**src/rtl/fb_write_scheduler.sv**
```systemverilog
// fb_write_scheduler: round-robin arbiter of two write requesters onto BRAM port A,
// with a full-buffer clear engine that takes priority while sweeping.
module fb_write_scheduler #(
  parameter int                    DATA_WIDTH = 1,
  parameter int                    ADDR_WIDTH = 20,
  parameter int                    DEPTH      = 1000000,
  parameter logic [DATA_WIDTH-1:0] CLEAR_VAL  = '0
) (
  input  logic                  clk,
  input  logic                  rst_n,
  input  logic                  req0_valid_i,
  input  logic [ADDR_WIDTH-1:0] req0_addr_i,
  input  logic [DATA_WIDTH-1:0] req0_data_i,
  output logic                  req0_ready_o,
  input  logic                  req1_valid_i,
  input  logic [ADDR_WIDTH-1:0] req1_addr_i,
  input  logic [DATA_WIDTH-1:0] req1_data_i,
  output logic                  req1_ready_o,
  input  logic                  clear_start_i,
  output logic                  clear_busy_o,
  output logic                  clear_done_o,
  output logic                  err_oob_o,
  output logic                  wea_o,
  output logic [ADDR_WIDTH-1:0] addra_o,
  output logic [DATA_WIDTH-1:0] dina_o
);
  typedef enum logic {IDLE, CLEAR} state_e;
  localparam logic [ADDR_WIDTH-1:0] LAST = ADDR_WIDTH'(DEPTH - 1);
  state_e                state_q, state_d;
  logic                  rr_q, rr_d, wea_q, wea_d, done_q, done_d, err_q, err_d;
  logic [ADDR_WIDTH-1:0] cnt_q, cnt_d, addra_q, addra_d, sel_addr;
  logic [DATA_WIDTH-1:0] dina_q, dina_d, sel_data;
  logic                  g0, g1, oob;
  always_ff @(posedge clk or negedge rst_n) begin
    if (!rst_n) begin
      state_q <= IDLE;
      rr_q    <= 1'b0;
      cnt_q   <= '0;
      wea_q   <= 1'b0;
      addra_q <= '0;
      dina_q  <= '0;
      done_q  <= 1'b0;
      err_q   <= 1'b0;
    end else begin
      state_q <= state_d;
      rr_q    <= rr_d;
      cnt_q   <= cnt_d;
      wea_q   <= wea_d;
      addra_q <= addra_d;
      dina_q  <= dina_d;
      done_q  <= done_d;
      err_q   <= err_d;
    end
  end
  // rr_q names the requester preferred when both are valid
  always_comb begin
    g0       = state_q == IDLE && !clear_start_i && req0_valid_i && (!req1_valid_i || !rr_q);
    g1       = state_q == IDLE && !clear_start_i && req1_valid_i && (!req0_valid_i || rr_q);
    sel_addr = g1 ? req1_addr_i : req0_addr_i;
    sel_data = g1 ? req1_data_i : req0_data_i;
    oob      = sel_addr > LAST;
    state_d  = state_q;
    rr_d     = g0 ? 1'b1 : g1 ? 1'b0 : rr_q;
    cnt_d    = cnt_q;
    wea_d    = 1'b0;
    addra_d  = addra_q;
    dina_d   = dina_q;
    done_d   = 1'b0;
    err_d    = 1'b0;
    if (state_q == CLEAR) begin
      if (cnt_q == LAST) begin
        state_d = IDLE;
        cnt_d   = '0;
        done_d  = 1'b1;
      end else begin
        cnt_d   = cnt_q + ADDR_WIDTH'(1);
        wea_d   = 1'b1;
        addra_d = cnt_q + ADDR_WIDTH'(1);
        dina_d  = CLEAR_VAL;
      end
    end else if (clear_start_i) begin
      state_d = CLEAR;
      cnt_d   = '0;
      wea_d   = 1'b1;
      addra_d = '0;
      dina_d  = CLEAR_VAL;
    end else if (g0 || g1) begin
      addra_d = sel_addr;
      dina_d  = sel_data;
      wea_d   = !oob;
      err_d   = oob;
    end
  end
  assign req0_ready_o = g0;
  assign req1_ready_o = g1;
  assign clear_busy_o = state_q == CLEAR;
  assign clear_done_o = done_q;
  assign err_oob_o    = err_q;
  assign wea_o        = wea_q;
  assign addra_o      = addra_q;
  assign dina_o       = dina_q;
endmodule
```
**config.mk**
```make
export PLATFORM = sky130hd
export DESIGN_NAME = fb_write_scheduler
export DESIGN_NICKNAME = d
export VERILOG_FILES = /design/src/rtl/fb_write_scheduler.sv
export SDC_FILE = /design/constraint.sdc
export NUM_CORES = 1
export LEC_CHECK = 0
export CAP_MARGIN = 25
export CORE_UTILIZATION = 45
export CTS_BUF_LIST = sky130_fd_sc_hd__clkbuf_2 sky130_fd_sc_hd__clkbuf_4 sky130_fd_sc_hd__clkbuf_8
export DETAILED_ROUTE_END_ITERATION = 8
export GPL_ROUTABILITY_DRIVEN = 0
export MAX_ROUTING_LAYER = met4
export PLACE_DENSITY = 0.74
export SLEW_MARGIN = 15
export SYNTH_ARGS = -nofsm -noshare
export SYNTH_HDL_FRONTEND = slang
export SYNTH_SLANG_ARGS = --single-unit
```
**constraint.sdc**
```tcl
create_clock -name clk -period 3 [get_ports clk]
set_input_delay 0.9 -clock clk [delete_from_list [all_inputs] [get_ports clk]]
set_output_delay 0.9 -clock clk [all_outputs]
set_load 0.02 [all_outputs]
```
== Word level (Yosys, flattened, before mapping) ==
Index checks and enable logic that the tools add are counted.
W data, S select, Z words.

* Register bits: 46
* Bits of input ports: 47

* $add $sub $neg: 1
* Reductions and logical operators: 17
* Magnitude comparators: 1
* Eq/ne operators: 2
* Mux-type cells: 26
* Bitwise logic cells: 1

{| class="wikitable"
|+ Operator list
! operator !! number
|-
| $mux W20 || 8
|-
| $add A20 B1 Y20 const B || 1
|-
| $eq A20 B20 Y1 const B || 1
|-
| $gt A20 B20 Y1 const B || 1
|-
| $mux W1 || 18
|-
| $logic_and A1 B1 Y1 || 5
|-
| $logic_not A1 Y1 || 5
|-
| $reduce_bool A2 Y1 || 2
|-
| $logic_or A1 B1 Y1 || 3
|-
| $reduce_bool A3 Y1 || 1
|-
| $ne A2 B2 Y1 const B || 1
|-
| $reduce_and A2 Y1 || 1
|-
| $not A1 Y1 || 1
|}

== Logic depth before layout (Yosys ltp) ==
* Depth after elaboration: 10
* Gate-level depth with buffers: 7

== Least setup slack after synthesis ==
No wires, ideal clock.

* Path kind: input port to output port
* From: in clear_start_i
* To: out req0_ready_o
* Slack: 0.509 ns
* Path buffers: 1
* Stages on the path: 4
* Arrival: 1.591 ns
* Data required time: 2.100 ns
* Cells stage by stage: inv_1 > nand2_1 > clkbuf_1 > nor2_1

* Cells in the longest elaborated chain, start to end: 4

{| class="wikitable"
|+ RTL lines
! what !! RTL line !! RTL
|-
| start: declaration || 19 || <nowiki>input logic clear_start_i,</nowiki>
|-
| $logic_not A1 Y1 || 57 || <nowiki>g0 = state_q == IDLE && !clear_start_i && req0_valid_i && (!req1_valid_i || !rr_q);</nowiki>
|-
| $logic_and A1 B1 Y1 (3 in a row) || 57 ||
|-
| end: declaration || 14 || <nowiki>output logic req0_ready_o,</nowiki>
|}

No other way between the ends.

== Final worst setup path ==
Same ends and word-level chain as after synthesis.

==> impl_metrics.ini <==
[die]
fp-row-count = 28
die_area_sq_um = 6745
io_pins = 74
floorplan.core_area_sq_um = 6061
floorplan.die.height_um = 82.13
starting_density_pct = 47.67
die_w_um = 82.13

[route]
detail_route.first_pass.iterations = 5
dr.first_iter.drc_count = 186
postRouteWirelength_um = 8259
via_count = 2753
route.detailed.drc = 0
avgRoutedWirePerCell_um = 17.57
detail-route-antenna-nets = 0
routed_via_density = 5.857

[run_status]
outcome = finished clean

[timing]
timing_max_transition_violations_final = 0
unrepaired_setup_endpoints_after_global_routing = no
timing.clock.skew_ps = 9.980
post_route_minimum_period_ps = 2873
timing_worst_slew_pin_value_ps = 644.5
final_worst_path_period_share_pct = 95.75
report.final.setup_viol = 0
timing.final.hold_violations = 0
slew_headroom_pct = 56.87
max_clock_freq_ghz = 0.3481

[setup_path]
rr_worst_depth = 6
critPathMaxStageDelay_ps = 440
critPathMaxFanout = 3
worst_path_dominant_cell_family = buffers and inverters
crit_required_ps = 2100
cp_num_cells = 5
combined_buffer_and_inverter_count_along_the_critical_path = 3
path_class = in2out
cp_slowest_cell = clkdlybuf4s50_1
r2r-start = cnt_q[0]
setup.worst_path.end_class = primary output
worstSetupStartpoint = clear_start_i
timing.critical_path.arrival_ps = 1970
critical_path.cell_chain = clkdlybuf4s50_1 -> inv_1 -> nand2_1 -> nor2_1 -> dlygate4sd2_1
start_kind = input pin

[clock_tree]
cts_tree = done
cts-buffers-inserted = 5
cts_root_buffer = clkbuf_8
cts.htree.levels = 2
cts_post_setup_buffers_inserted = 0
cts.path.max_buffers = 2
tritoncts_num_sinks = 46
clk_transition_reported_paths_ps = 90
cts.hold.buffers_added = 0
worstSkewPairLatency_ps = 310

[power]
p_leak_nw = 1.549
combinational_group_share_of_total_power_pct = 34.5
p_seq_share_pct = 44.0
p_int_mw = 1.381
peakVddDrop_mv = 0.3537
swShare_pct = 36.04
power.density_cell_area_nw_per_um2 = 568.3
clkPwrFrac_pct = 21.5
post-layout-total-power_mw = 2.159
power_switching_uw = 778.2

[global_route]
sum_of_overflow_across_all_layers_after_global_routing = 0
first_global_vias = 2543
track_usage_pct = 25.65
grt_first_pass_wirelength_um = 12700
antenna_found_initial = 0
grt_max_degree = 31

[finish]
layout-drive-gt1-share_pct = 12.66
antenna-diode-count = 0
finalNonFillerCells = 470
finalNetCount = 442
flow.area_growth_from_synthesis_pct = 31.53

[worst_hold_path]
holdCritPathClass = reg2reg
timing.hold.worst.start = dina_o
hold_path_depth = 2

[synth]
synth_cell_type_count = 59
syn_area_sq_um = 2889
synthesis.yosys.warnings = 0
postSynthCellCount = 320
share_of_synthesized_flip_flops_with_an_asynchronous_set_or_reset_pct = 100.0
postSynthNetCount = 368
synth_ff_type = dfrtp_1
ys_ff_latch = 46
post_synth_edffs = 0
syn-mean-instance-area_sq_um = 9.028
yosysSeqAreaShare_pct = 39.84

[place]
place_hpwl_um = 6144
placed_cells_incl_taps = 462
portBuffers = 73

[job]
drv.max_cap_violation_count = 0
==> stage by stage <==
step	hold WS [ps]	utilization [%]	instance area [sq um]	setup WS [ps]	setup TNS (ps)
finish	486.7	62.70	3800	127.4	0
floorplan	476.7	-	2889	508.8	0
CTS	486.4	62.76	3804	39.92	0
global placement	459.4	61.00	3697	-198.5	-306.0
detailed placement	466.5	61.00	3697	-217.2	-353.3
global route	509.4	62.70	3800	72.10	0
==> kinds of logic (layout without fill, tap and decap cells) <==
| kind of cell | after synthesis | after routing | share of synthesized area [%] |
|---|---|---|---|
| compound gates | 93 | 93 | 20.92 |
| xor+xnor | 11 | 11 | 3.335 |
| mux | 26 | 26 | 9.744 |
| simple gates | 113 | 113 | 20.27 |
| flops | 46 | 46 | 39.84 |
| fa+ha+maj | 1 | 1 | 0.4330 |
| buf+inv | 30 | 105 | 5.457 |
==> cell type report <==
type	count	area, sq um
well taps	75	93.84
inverters	9	33.78
fillers	532	2261
clock buffers	5	68.82
flip-flops and latches	46	1151
repair buffers	88	832.0
clock inverters	3	40.04
multi-input cells	244	1580
==> path summary, 6_finish.rpt <==
check,endpoint,slack (ps)
setup reg to reg,cnt_q[9],500
max in group asynchronous,cnt_q[13],1780
hold / removal,dina_o,490
setup / recovery,req0_ready_o,130
min in group asynchronous,addra_o[3],610
hold reg to reg,dina_o,490
==> Yosys cell counts (all sizes together) (2+ instances only) <==
cell	number	area share (%)
mux2	17	6.6
nand2	43	5.6
dfrtp	46	40
mux2i	9	3.1
xor2	6	1.8
a31oi	5	1.1
nand3	7	1.6
nand4	11	2.6
nor2	18	2.4
nand2b	5	1.1
o21a	2	0.52
and4	4	1.3
a22o	2	0.61
xnor2	5	1.5
nor4b	2	0.61
a22oi	7	1.8
buf	13	3.2
a21boi	2	0.65
o211ai	2	0.69
a21oi	17	3.1
nor3	7	1.2
inv	8	1.0
o21ai	33	6.2
or3	2	0.61
o31ai	7	1.8
o221ai	2	0.61
nor4	8	1.7
o22ai	5	1.1
clkbuf	8	1.1
o22a	2	0.61
and2	2	0.43
==> sequential cells by signal, indices dropped and copies added, names as in the netlist <==
signal / flops
dina_o: 1
err_oob_o: 1
clear_done_o: 1
addra_o: 20
clear_busy_o: 1
wea_o: 1
rr_q: 1
cnt_q: 20
==> placed cells by master (no fill, tap or decap), drive strengths merged, types with 3 or more instances in the layout <==
cell,netlist,final
a22oi,7,7
o22ai,5,5
o31ai,7,7
o21ai,33,33
nor3,7,7
inv,8,8
nor4,8,8
a31oi,5,5
dfrtp,46,46
nand4,11,11
nand2,43,43
buf,13,16
clkbuf,8,6
nand3,7,7
a21oi,17,17
mux2,17,17
xnor2,5,5
mux2i,9,9
and4,4,4
clkdlybuf4s50,0,70
nor2,18,18
xor2,6,6
nand2b,5,5
clkinv,1,3
==> worst register-to-register path, cell delays in order, from the launching register on <==
cell	delay (ps)
dfrtp_1	520
ha_1	350
nand4_2	230
or3_4	450
o21ai_4	530
o31a_1	210
o21ai_0	90
==> power by group through the flow <==
stage / Clock [mW] / Combinational [mW] / Sequential [mW]
finish: 0.463 / 0.746 / 0.950
detailed placement: 0 / 0.746 / 0.956
global route: 0.489 / 0.817 / 0.976
CTS: 0.472 / 0.750 / 0.946
floorplan: 0 / 0.481 / 0.932
global placement: 0 / 0.727 / 0.950
==> per-layer routing <==
layer / share of wire [%] / track usage, %
met3: 8.3 / 5.824
met5: 0 / -
met2: 45 / 40.58
met4: 0.94 / 6.140
met1: 45 / 33.38
==> timing repair <==
| item | in CTS | in global routing |
|---|---|---|
| cloned | 0 | 0 |
| gates resized for setup | 2 | 2 |
| setup endpoints to repair | 2 | 1 |
| hold endpoints to repair | 0 | 0 |
No activity file was read; power rests on OpenSTA's default activity.
